### config.mk
export PLATFORM = sky130hd
export DESIGN_NAME = scan_seven_seg
export DESIGN_NICKNAME = d
export VERILOG_FILES = /design/src/rtl/scan_seven_seg.sv
export SDC_FILE = /design/constraint.sdc
export NUM_CORES = 1
export LEC_CHECK = 0
export BUFFER_PORTS_ARGS = -buffer_cell sky130_fd_sc_hd__clkbuf_2
export CAP_MARGIN = 20
export CORE_MARGIN = 2
export CORE_UTILIZATION = 45
export CTS_CLUSTER_DIAMETER = 50
export DETAILED_ROUTE_END_ITERATION = 6
export GPL_TIMING_DRIVEN = 0
export PLACE_DENSITY = 0.65
export SYNTH_ARGS = -nofsm -noshare
export SYNTH_HDL_FRONTEND = slang
export SYNTH_SLANG_ARGS = --single-unit
### constraint.sdc
create_clock -name clk -period 4.7 [get_ports clk]
set_input_delay 0.94 -clock clk [delete_from_list [all_inputs] [get_ports clk]]
set_output_delay 0.94 -clock clk [all_outputs]
set_load 0.01 [all_outputs]
### src/rtl/scan_seven_seg.sv
// Time-multiplexed seven-segment driver with a double-buffered display value.
// Define SEVSEG_DP_EN to add the per-digit decimal point (dp_mask in, dp out).
module scan_seven_seg #(
  parameter int NUM_DIGITS  = 4,
  parameter int REFRESH_DIV = 1000,
  parameter int ACTIVE_LOW  = 1
) (
  input  logic                    clk,
  input  logic                    rst,
  input  logic [4*NUM_DIGITS-1:0] value,
  input  logic                    load,
  input  logic                    hex_mode,
  input  logic                    blank_lz,
`ifdef SEVSEG_DP_EN
  input  logic [NUM_DIGITS-1:0]   dp_mask,
  output logic                    dp,
`endif
  output logic                    pending,
  output logic                    frame_done,
  output logic [6:0]              seg,
  output logic [NUM_DIGITS-1:0]   an
);

  localparam int IW = (NUM_DIGITS > 1) ? $clog2(NUM_DIGITS) : 1;
  localparam int DW = $clog2(REFRESH_DIV);
  localparam logic [IW-1:0] LAST_IDX = IW'(NUM_DIGITS - 1);
  localparam logic [DW-1:0] LAST_CNT = DW'(REFRESH_DIV - 1);
  localparam logic POL = (ACTIVE_LOW != 0);

  logic [DW-1:0]           div_cnt;
  logic [IW-1:0]           idx;
  logic [4*NUM_DIGITS-1:0] shadow;
  logic [4*NUM_DIGITS-1:0] disp;
  logic                    tick;
  logic                    wrap;

  logic [3:0]              nib;
  logic                    acc;
  logic [NUM_DIGITS-1:0]   lead;
  logic                    blank;
  logic [6:0]              pattern;
  logic [NUM_DIGITS-1:0]   onehot;

  assign tick = (div_cnt == LAST_CNT);
  assign wrap = tick && (idx == LAST_IDX);

  always_ff @(posedge clk or posedge rst) begin
    if (rst) begin
      div_cnt <= '0;
      idx     <= '0;
    end else if (tick) begin
      div_cnt <= '0;
      idx     <= (idx == LAST_IDX) ? '0 : idx + 1'b1;
    end else begin
      div_cnt <= div_cnt + 1'b1;
    end
  end

  // A load on a boundary cycle still swaps the older shadow into disp; the
  // fresh value waits in shadow with pending held for the following frame.
  always_ff @(posedge clk or posedge rst) begin
    if (rst) begin
      shadow     <= '0;
      disp       <= '0;
      pending    <= 1'b0;
      frame_done <= 1'b0;
    end else begin
      frame_done <= wrap;
      if (load)
        shadow <= value;
      if (wrap && pending)
        disp <= shadow;
      if (load)
        pending <= 1'b1;
      else if (wrap)
        pending <= 1'b0;
    end
  end

  always_comb begin
    nib     = disp[{idx, 2'b00} +: 4];
    acc     = 1'b0;
    lead    = '0;
    for (int i = NUM_DIGITS - 1; i >= 0; i--) begin
      acc     = acc | (disp[4*i +: 4] != 4'd0);
      lead[i] = acc;
    end
    blank   = blank_lz && (idx != '0) && !lead[idx];

    case (nib)
      4'h0:    pattern = 7'b0111111;
      4'h1:    pattern = 7'b0000110;
      4'h2:    pattern = 7'b1011011;
      4'h3:    pattern = 7'b1001111;
      4'h4:    pattern = 7'b1100110;
      4'h5:    pattern = 7'b1101101;
      4'h6:    pattern = 7'b1111101;
      4'h7:    pattern = 7'b0000111;
      4'h8:    pattern = 7'b1111111;
      4'h9:    pattern = 7'b1101111;
      4'hA:    pattern = 7'b1110111;
      4'hB:    pattern = 7'b1111100;
      4'hC:    pattern = 7'b0111001;
      4'hD:    pattern = 7'b1011110;
      4'hE:    pattern = 7'b1111001;
      default: pattern = 7'b1110001;
    endcase
    if (nib > 4'd9 && !hex_mode)
      pattern = 7'b0000000;

    onehot      = '0;
    onehot[idx] = 1'b1;
    if (blank) begin
      pattern = 7'b0000000;
      onehot  = '0;
    end
  end

  always_ff @(posedge clk or posedge rst) begin
    if (rst) begin
      seg <= {7{POL}};
      an  <= {NUM_DIGITS{POL}};
    end else begin
      seg <= pattern ^ {7{POL}};
      an  <= onehot ^ {NUM_DIGITS{POL}};
    end
  end

`ifdef SEVSEG_DP_EN
  logic [NUM_DIGITS-1:0] shadow_dp;
  logic [NUM_DIGITS-1:0] disp_dp;

  // The decimal point follows the same double-buffering and ignores blanking.
  always_ff @(posedge clk or posedge rst) begin
    if (rst) begin
      shadow_dp <= '0;
      disp_dp   <= '0;
      dp        <= POL;
    end else begin
      if (load)
        shadow_dp <= dp_mask;
      if (wrap && pending)
        disp_dp <= shadow_dp;
      dp <= disp_dp[idx] ^ POL;
    end
  end
`endif

endmodule

==> metrics.md <==
| Metric | Value |
|---|---|
| Outcome | `finished, final reports clean` |
| Reg2reg setup slack | `roughly 2.4 ns` |
| Clock power share | `a little under half` |
| Crit. Startpoint | `idx[0]` |
| Total gr overflow | `0` |
| Final ANT Viol Nets | `0` |
| Synth Instances | `208` |
| TritonCTS clock tree | `built` |
| Met2 Use GR | `24.3%` |
| Hold WC Path Type | `flop to flop` |
| GP Congestion | `approximately 0.8` |
| Yosys top cell by area | `dfrtp_1` |
| Share of cells above drive strength 1 | `40.5%` |
| Endpoint class of the critical path | `flop` |
| Commonest non-fill, non-tap cell in the layout | `dfrtp_1` |
| Worst EP required | `approximately 4.9 ns` |
| LEAKAGE | `between 1 and 1.5 nW` |
| RSZ-0062 raised after global routing | `no` |
| Vias per std cell | `between 5 and 6` |
| Die area | `approximately 0.0065 mm2` |
| Detailed router's first-iteration violation count | `43` |
| Critical path class | `flop to flop` |
| I/O Pins | `34` |
| Total negative slack | `0 ns` |
| Comb power frac | `~3.6%` |
| Switching part of the total | `between 20 and 25%` |
| TritonRoute pass-1 iters | `4` |
| Final hold vios | `0` |
| Largest net degree at the start of global routing | `31` |
| PD cells | `around 330 mW/mm2` |
| First-pass GRT wire length | `a little under 8000 um` |
| Flop pwr share | `about half` |
| Port buffer count | `32` |
| Bufs on Longest Clock Path | `2` |
| CTS clock-pin slew for the worst setup and hold paths | `0.07 ns` |
| R2R cell count | `7` |
| CTS-repair resized insts | `0` |
| Worst VDD drop | `0.226 mV` |
| RR Startpoint | `idx[0]` |
| # nets final | `284` |
| Core ar. | `~0.0056 mm2` |
| Worst Setup EP | `seg[4]` |
| YS warnings | `0` |
| Area Overhead vs Synth | `18.0%` |
| Crit path DAT | `~2.5 ns` |
| H-tree depth | `3` |
| CTS buffer count | `9` |
| Met3 Track Usage GR | `about 4.4%` |
| Tcrit/Tclk final | `48.3%` |
| Commonest non-fill, non-tap cells in the layout | `46 x dfrtp_1, 32 x mux2_2, 32 x clkbuf_2, 12 x clkbuf_8` |
| Sequential fraction of the synthesis area | `54.4%` |
| Syn Std Cell Area | `about 0.0026 mm2` |
| Synth top area share | `43.5%` |
| Die height | `between 80 and 90 um` |
| Syn_nets | `240` |
| Unique masters post-synth | `about 40` |
| Fmax | `between 400 and 500 MHz` |
| Crit Path Max Fanout | `7` |
| Hold_buf cts | `0` |
| Drt total wl | `~4400 um` |
| Psw | `0.209 mW` |
| Startpoint types | `flop` |
| Synthesized area per cell | `roughly 13 um2` |
| Initial Utilization | `around 47%` |
| Antenna Diode Count | `0` |
| Clock latency on the worst-skew pair | `between 0.3 and 0.4 ns` |
| Worst Tran Pin Value | `about 0.61 ns` |
| Normalized max-slew margin | `around three fifths` |
| Post-CTS setup buffer count | `0` |
| CTS sink count | `between 50 and 60` |
| Finish-stage setup viols | `0` |
| DR WL/cell | `~13 um` |
| Crit path time final | `~2.3 ns` |
| Die W | `80.7 um` |
| Row cnt | `27` |
| Cell Int Power | `0.813 mW` |
| Most Crowded Layer GR | `met2` |
| Yosys reg bits | `between 50 and 60` |
| DRC violations left | `0` |
| Vias | `approximately 1700` |
| Final Max Slew Viols | `0` |
| DP HPWL | `3200 um` |
| Area contributors post-synth | `dfrtp_1 43%, mux2_2 14%, dfstp_2 11%` |
| Worst reg2reg path endpoint | `seg[4]` |
| Root Buffer Master | `clkbuf_8` |
| Initial antenna violation count | `0` |
| Vias in the first global route | `between 1500 and 2000` |
| PnR Total Power | `~1.0 mW` |
| Total GRT Usage | `about 16%` |
| Max-cap check violation count | `0` |
| Met1 Use GR | `a little over a fifth` |
| Hold Worst Slack | `around 0.46 ns` |
| Clock Skew | `0.0107 ns` |
[worst min path at each step]
stage                          start         end  slack [ns]  depth (start not counted)
after floorplan           div_cnt[0]  div_cnt[0]        0.43                          1
after global placement    div_cnt[0]  div_cnt[0]        0.45                          1
after detailed placement  div_cnt[0]  div_cnt[0]        0.46                          1
after CTS                 div_cnt[0]  div_cnt[0]        0.47                          1
after global routing      div_cnt[0]  div_cnt[0]        0.49                          1
final                     div_cnt[0]  div_cnt[0]        0.46                          1
[critical path, cell delays in order, from the launching register on]
cell      delay (ns)
dfrtp_1         0.38
clkbuf_1        0.31
mux4_2          0.62
inv_1           0.13
ha_1            0.22
nor2_1          0.07
o211ai_2        0.28
nand4_1         0.15
[synth_stat cells, drive strengths merged]
master	number
and3	1
a31oi	1
or3	3
a311oi	1
nor2	10
mux2	34
nand4	5
nand2	10
inv	11
dfrtp	46
a21oi	4
nand3	9
nor3b	1
and2	1
a211o	1
xor2	2
mux4	4
dfstp	11
mux2i	3
a22oi	2
o211ai	1
o21bai	2
o32a	1
nor2b	3
buf	5
clkbuf	6
xnor2	3
a21o	1
o41ai	1
nand2b	1
or2	1
nand3b	1
nor3	1
o21ai	5
ha	11
nor4	5
[area by class of cell]
class / count / area, um2
clock buffers: 14 / 173
fillers: 503 / 2480
well taps: 72 / 90.1
repair buffers: 33 / 180
multi-input cells: 129 / 1100
inverters: 11 / 41.3
clock inverters: 2 / 35.0
plain buffers: 11 / 68.8
flip-flops and latches: 57 / 1440
[metal layers]
metal / wire length, um / up-vias
li1: - / 823
met1: 2140 / 808
met2: 1960 / 42
met3: 197 / 11
met4: 108 / 0
met5: 0 / -
[registers in the layout, indices dropped and copies added (netlist names)]
register,count
disp,16
shadow,16
seg,7
an,4
idx,2
pending,1
div_cnt,10
frame_done,1
[power groups by stage]
stage                     sequential [mW]  combinational (mW)  clock [mW]
after global routing                0.514              0.0431       0.511
after CTS                           0.513              0.0388       0.484
final                               0.512              0.0370       0.472
after floorplan                     0.518              0.0241           0
after detailed placement            0.521              0.0387           0
after global placement              0.521              0.0353           0
[through the flow]
stage / worst slack (ns) / std cells / util [%] / area [um2]
2_1_floorplan: 2.38 / 208 / - / 2650
3_3_place_gp: 1.71 / 312 / 51.7 / 2900
3_5_place_dp: 2.36 / 313 / 52.1 / 2920
4_1_cts: 2.40 / 329 / 55.8 / 3130
5_1_grt: 2.23 / 329 / 55.8 / 3130
6_report: 2.43 / 329 / 55.8 / 3130
[cell families after synthesis]
family,Yosys count,share of synthesized area (%)
fa+ha+maj,11,5.20
mux,41,19.0
buf+inv,22,4.16
xor+xnor,5,1.65
compound gates,20,5.39
flops,57,54.4
simple gates,52,10.3
Note: power is estimated with default switching activity, not from simulation.
